==> src/rtl/rf_scoreboard.sv <==
// rf_scoreboard: decode-stage issue interlock for 16 GPRs and 4 bitmap regs.
// Keeps a pending-write count per register. It stalls decode on RAW hazards
// and when a destination counter would overflow.
// Optional feature: define SB_WB_BYPASS_EN so that a writeback in the same
// cycle clears a source hazard and relaxes the overflow check.
// Ports:
//   clk, rst (async, active-high)
//   dec_* : decoded instruction (valid, sources, destinations, enables)
//   wb_*  : reg_file writeback strobes (GPR and bitmap)
//   flush : cancels all in-flight writes
//   stall, issue : combinational interlock outputs
//   pend_regs, pend_bm, busy : pending state, updated at the clock edge
//   err : sticky, set by a writeback to an entry that has no pending write
module rf_scoreboard #(
    parameter int NUM_REGS = 16,
    parameter int REG_AW   = 4,
    parameter int NUM_BM   = 4,
    parameter int BM_AW    = 2,
    parameter int CNT_W    = 2
) (
    input  logic                clk,
    input  logic                rst,
    input  logic                dec_valid,
    input  logic [REG_AW-1:0]   dec_rs1,
    input  logic                dec_rs1_en,
    input  logic [REG_AW-1:0]   dec_rs2,
    input  logic                dec_rs2_en,
    input  logic [BM_AW-1:0]    dec_rbm,
    input  logic                dec_rbm_en,
    input  logic [REG_AW-1:0]   dec_rd,
    input  logic                dec_rd_en,
    input  logic [BM_AW-1:0]    dec_wbm,
    input  logic                dec_wbm_en,
    input  logic                wb_reg_en,
    input  logic [REG_AW-1:0]   wb_reg_addr,
    input  logic                wb_bm_en,
    input  logic [BM_AW-1:0]    wb_bm_addr,
    input  logic                flush,
    output logic                stall,
    output logic                issue,
    output logic [NUM_REGS-1:0] pend_regs,
    output logic [NUM_BM-1:0]   pend_bm,
    output logic                busy,
    output logic                err
);

    localparam logic [CNT_W-1:0] MAX = '1;

    logic [CNT_W-1:0] cnt  [NUM_REGS];
    logic [CNT_W-1:0] bcnt [NUM_BM];
    logic             err_q;

    logic [CNT_W-1:0] rs1_c, rs2_c, rbm_c, rd_c, wbm_c;
    logic [NUM_REGS-1:0] r_inc, r_dec;
    logic [NUM_BM-1:0]   b_inc, b_dec;
    logic                wb_err;

    // Count as seen by the hazard check. With bypass enabled, a same-cycle
    // writeback has already retired one pending write.
    function automatic logic [CNT_W-1:0] eff(input logic [CNT_W-1:0] c,
                                             input logic hit);
`ifdef SB_WB_BYPASS_EN
        return (hit && c != '0) ? c - CNT_W'(1) : c;
`else
        return hit ? c : c;
`endif
    endfunction

    always_comb begin
        rs1_c = eff(cnt[dec_rs1], wb_reg_en && wb_reg_addr == dec_rs1);
        rs2_c = eff(cnt[dec_rs2], wb_reg_en && wb_reg_addr == dec_rs2);
        rd_c  = eff(cnt[dec_rd],  wb_reg_en && wb_reg_addr == dec_rd);
        rbm_c = eff(bcnt[dec_rbm], wb_bm_en && wb_bm_addr == dec_rbm);
        wbm_c = eff(bcnt[dec_wbm], wb_bm_en && wb_bm_addr == dec_wbm);
    end

    always_comb begin
        stall = dec_valid & (
                  (dec_rs1_en & (rs1_c != '0)) |
                  (dec_rs2_en & (rs2_c != '0)) |
                  (dec_rbm_en & (rbm_c != '0)) |
                  (dec_rd_en  & (rd_c  == MAX)) |
                  (dec_wbm_en & (wbm_c == MAX)));
        issue = dec_valid & ~stall;
    end

    always_comb begin
        r_inc = '0;
        r_dec = '0;
        b_inc = '0;
        b_dec = '0;
        for (int i = 0; i < NUM_REGS; i++) begin
            r_inc[i] = issue & dec_rd_en & (dec_rd == REG_AW'(i));
            r_dec[i] = wb_reg_en & (wb_reg_addr == REG_AW'(i));
        end
        for (int i = 0; i < NUM_BM; i++) begin
            b_inc[i] = issue & dec_wbm_en & (dec_wbm == BM_AW'(i));
            b_dec[i] = wb_bm_en & (wb_bm_addr == BM_AW'(i));
        end
        wb_err = (wb_reg_en & (cnt[wb_reg_addr] == '0)) |
                 (wb_bm_en  & (bcnt[wb_bm_addr] == '0));
    end

    // A writeback to an empty entry is clamped at zero and only flags err.
    always_ff @(posedge clk or posedge rst) begin
        if (rst) begin
            for (int i = 0; i < NUM_REGS; i++) cnt[i] <= '0;
            for (int i = 0; i < NUM_BM; i++)   bcnt[i] <= '0;
        end else if (flush) begin
            for (int i = 0; i < NUM_REGS; i++) cnt[i] <= '0;
            for (int i = 0; i < NUM_BM; i++)   bcnt[i] <= '0;
        end else begin
            for (int i = 0; i < NUM_REGS; i++) begin
                if (r_inc[i] && !r_dec[i])
                    cnt[i] <= cnt[i] + CNT_W'(1);
                else if (!r_inc[i] && r_dec[i] && cnt[i] != '0)
                    cnt[i] <= cnt[i] - CNT_W'(1);
            end
            for (int i = 0; i < NUM_BM; i++) begin
                if (b_inc[i] && !b_dec[i])
                    bcnt[i] <= bcnt[i] + CNT_W'(1);
                else if (!b_inc[i] && b_dec[i] && bcnt[i] != '0)
                    bcnt[i] <= bcnt[i] - CNT_W'(1);
            end
        end
    end

    always_ff @(posedge clk or posedge rst) begin
        if (rst)
            err_q <= 1'b0;
        else if (wb_err)
            err_q <= 1'b1;
    end

    always_comb begin
        for (int i = 0; i < NUM_REGS; i++) pend_regs[i] = (cnt[i] != '0);
        for (int i = 0; i < NUM_BM; i++)   pend_bm[i]   = (bcnt[i] != '0);
        busy = (|pend_regs) | (|pend_bm);
        err  = err_q;
    end

endmodule

==> config.mk <==
export PLATFORM = sky130hd
export DESIGN_NAME = rf_scoreboard
export DESIGN_NICKNAME = d
export VERILOG_FILES = /design/src/rtl/rf_scoreboard.sv
export SDC_FILE = /design/constraint.sdc
export NUM_CORES = 1
export LEC_CHECK = 0
export ABC_CLOCK_PERIOD_IN_PS = 3000
export CORE_ASPECT_RATIO = 2
export CORE_MARGIN = 2
export CORE_UTILIZATION = 35
export CTS_CLUSTER_DIAMETER = 100
export CTS_CLUSTER_SIZE = 40
export DETAILED_ROUTE_END_ITERATION = 10
export DONT_BUFFER_PORTS = 1
export GPL_TIMING_DRIVEN = 0
export SETUP_SLACK_MARGIN = 0.5
export SYNTH_ARGS = -nofsm -noshare
export SYNTH_HDL_FRONTEND = slang
export SYNTH_SLANG_ARGS = --single-unit
==> constraint.sdc <==
create_clock -name clk -period 3 [get_ports clk]
set_input_delay 0.6 -clock clk [delete_from_list [all_inputs] [get_ports clk]]
set_output_delay 0.6 -clock clk [all_outputs]
set_load 0.01 [all_outputs]
==> results.txt <==
----------------------------------------------------
[Run]
  Max cap viols ... 0

[Synthesis]
  Number of warnings reported in the yosys synthesis log ... 0
  Top flip-flop cell by instance count after synthesis ... sky130_fd_sc_hd__dfrtp_1
  Largest area contributor in the netlist ... sky130_fd_sc_hd__dfrtp_1
  Number of enable flip-flop cells after synthesis ... 0
  Post-synthesis async set-or-reset flop share ... 100%
  Share of the yosys chip area belonging to registers ... 27.3%
  Area share of the leading cell type in the synthesized netlist ... 27.3%
  Post-synth top cells ... sky130_fd_sc_hd__dfrtp_1 (41), sky130_fd_sc_hd__nor2_1 (41), sky130_fd_sc_hd__a21oi_1 (27), sky130_fd_sc_hd__nand2_1 (27), sky130_fd_sc_hd__inv_1 (25)
  Flop and latch count out of synthesis ... 41
  Mux contribution to synthesized area ... 13.4%
  Fraction of the mapped netlist area in compound gates ... 23.0%
  Area fraction in and, or, nand and nor cells after synthesis ... 29.4%
  Xor and xnor area share after synthesis ... 0.698%
  Post-Syn Nets ... 474
  Dominant cells by area after synthesis ... sky130_fd_sc_hd__dfrtp_1 (27%), sky130_fd_sc_hd__mux4_2 (9.6%), sky130_fd_sc_hd__nor2_1 (4.1%)
  Gate count of the mapped netlist ... 441
  Post-Synth Adder-Cell Area ... 0%
  Average footprint of a synthesized cell ... 8.53 um^2
  Cell area after synthesis ... 3760 um^2
  Dominant combinational cell family by area after synthesis ... simple AND/OR/NAND/NOR gates
  Number of library cell types mapped by synthesis ... 65

[Place]
  Half-perimeter wire length after placement ... 11000 um
  Total of buffers placed on input and output ports ... 0
  Worst slack at placement ... -282 ps
  Placer's final routability congestion estimate ... 0.954

[Die]
  Area of the die ... 11600 um^2
  Y dimension of the die ... 151 um
  Cell row count ... 53
  Number of I/O pins ... 57
  Die W ... 77.3 um
  Core outline area ... 10500 um^2
  Initial cell density of the core ... 35.9%

[Drt]
  Average via count per standard cell ... 6.37
  Via total after detailed routing ... 4026
  Initial drt markers ... 321
  Detailed Routing Iterations Pass 1 ... 5
  Mean routed wirelength per cell ... 24.4 um
  Count of nets left with antenna violations after detail routing ... 0
  Total Wirelength ... 15400 um
  Drt drc ... 0

[Worst setup path]
  FF-to-FF setup slack ... 100 ps
  Maximum fanout count along the critical path ... 10
  Worst path required time ... 2400 ps
  Worst Reg2Reg Path Length in Cells ... 13
  Critical-path cell with the highest stage delay ... sky130_fd_sc_hd__mux4_2
  Arrival time worst endpoint ... 2400 ps
  Reg-to-reg endpoint ... cnt[12]
  Crit path buffers/inverters ... 3
  Top Family by Delay on Critical Path ... multiplexers
  CP Capture Type ... output port
  Crit path launch type ... input port
  Series of cell instances along the critical path ... buf_8 -> mux4_2 -> a32oi_1 -> o41a_2 -> nor4_4 -> nor4_4 -> buf_6 -> buf_8 -> and2_4
  Worst setup path class ... in2out
  R2R Path Start ... cnt[3]
  CP peak stage delay ... 530 ps

[Global routing]
  Largest net degree at the start of global routing ... 23
  Initial antenna violation count ... 0
  Number of global-route vias before repair ... 4204
  Gr ovfl total ... 0
  Global-route wire length before repair ... 23200 um
  Overall Global Routing Usage ... 26.3%

[Pwr]
  Static leakage ... 2.02 nW
  Power per cell area ... 343 nW/um^2
  Overall power consumption ... 0.00179 W
  Max VDD drop ... 0.000295 V

[Clock network]
  Number of buffers created by CTS ... 5
  Clock H-tree levels ... 2
  Clk sinks ... 41
  Number of buffers on the longest clock path ... 2
  Master cell of the clock root buffer ... sky130_fd_sc_hd__clkbuf_16
  Clk_lat worst skew ... 300 ps
  CTS tree ... yes
  Clk slew on worst S/H paths ... 60 ps

[Layout]
  Area of combinational cells with multiple inputs ... 3030 um^2
  Share of cells above drive strength 1 ... 43.8%
  Syn-to-layout area delta ... 38.5%
  Combined flip-flop and latch cell area ... 1060 um^2
  Fillcell total ... 1020
  Antenna Diode Count ... 0
  Final #Nets ... 527

[Run status]
  Result of the run ... finished clean

[STA]
  Setup repair after global routing missed its margin ... yes
  Number of pins with negative max-slew slack in the final report ... 0
  Worst setup skew after layout ... 8.67 ps
  Fin Hold WS ... 203 ps
  Worst-Margin Slew ... 1200 ps
  Final worst slack ... 3.61 ps
  Final worst-path cycle share ... 99.9%
  Final hold violation count ... 0
  Minimum period implied by the final worst setup slack ... 3000 ps
  Maximum operating frequency ... 0.334 GHz
  Final setup violation count ... 0
  Normalized max-slew margin ... 19.9%

[Worst hold path]
  Hold/Removal Path Class ... in2async

----------------------------------------------------
-- per-layer routing --
metal  global-route usage [%]  routed length, um  vias to the layer above
met5                        0                  0                        -
met3                     4.08                755                       81
met2                     47.7               8200                      190
met4                     21.9               1330                        0
met1                     25.7               5120                     1977
li1                         -                  -                     1778
-- layout make-up --
class / instances / share of cell area [%]
plain buffers: 23 / 3.72
inverters: 26 / 1.87
repair buffers: 46 / 9.10
well taps: 137 / 3.29
clock buffers: 5 / 2.40
clock inverters: 3 / 1.25
multi-input cells: 351 / 58.1
flip-flops and latches: 41 / 20.3
-- how the worst max path moves through the flow --
stage | from | end | slack (ps) | cells after the start
after global placement | dec_rd[0] | issue | -310 | 9
after CTS | cnt[17] | issue | -10 | 8
after floorplan | dec_rd[0] | issue | 60 | 9
after global routing | bcnt[4] | issue | -40 | 9
final | dec_rd[0] | issue | 4 | 9
after detailed placement | dec_rd[0] | issue | -280 | 9
-- timing repair --
action                     in CTS  in global routing
buffers inserted               24                 18
pin swaps                      10                 37
resized for setup              62                 80
cloned                          2                  1
setup endpoints to repair      43                 43
hold buffers                    0                  0
-- cells in the final DEF, fill, tap and decap left out, types with 12 or more instances in the layout --
master                    netlist  final
sky130_fd_sc_hd__dfrtp_1       41     15
sky130_fd_sc_hd__a21oi_1       27     16
sky130_fd_sc_hd__nor3b_1       14     12
sky130_fd_sc_hd__nor3_1        21     15
sky130_fd_sc_hd__nand4_1       13     13
sky130_fd_sc_hd__inv_1         25     23
sky130_fd_sc_hd__nor2_1        41     32
sky130_fd_sc_hd__nand2_1       27     26
sky130_fd_sc_hd__buf_4          4     33
sky130_fd_sc_hd__buf_6          4     12
sky130_fd_sc_hd__dfrtp_2        0     26
sky130_fd_sc_hd__mux4_2        16     16
-- per-stage QoR --
step	cell area (um^2)	cells	utilization (%)	setup TNS (ps)
global route	5210	632	49.7	-52.0
floorplan	3940	441	-	0
detailed placement	4140	579	39.5	-1400
finish	5210	632	49.7	0
CTS	4760	613	45.5	-12.0
global placement	4110	578	39.2	-1700
-- kinds of logic (layout without fill, tap and decap cells) --
group	Yosys count	in the layout
AO/OA/AOI/OAI	125	125
flip-flops	41	41
multiplexers	28	28
XOR/XNOR	3	3
AND/OR/NAND/NOR	195	195
buffers and inverters	49	103
-- state kept, by name, summed over array words and instances (netlist names) --
register,cells
err,1
bcnt,8
cnt,32
-- power breakdown --
group          leakage [nW]  switching, W  internal [W]
logic                  1.41      0.000257      0.000227
registers             0.522     0.0000111      0.000559
clock network        0.0938      0.000257      0.000476
total                  2.02      0.000525       0.00126
Note: power is estimated with default switching activity, not from simulation.
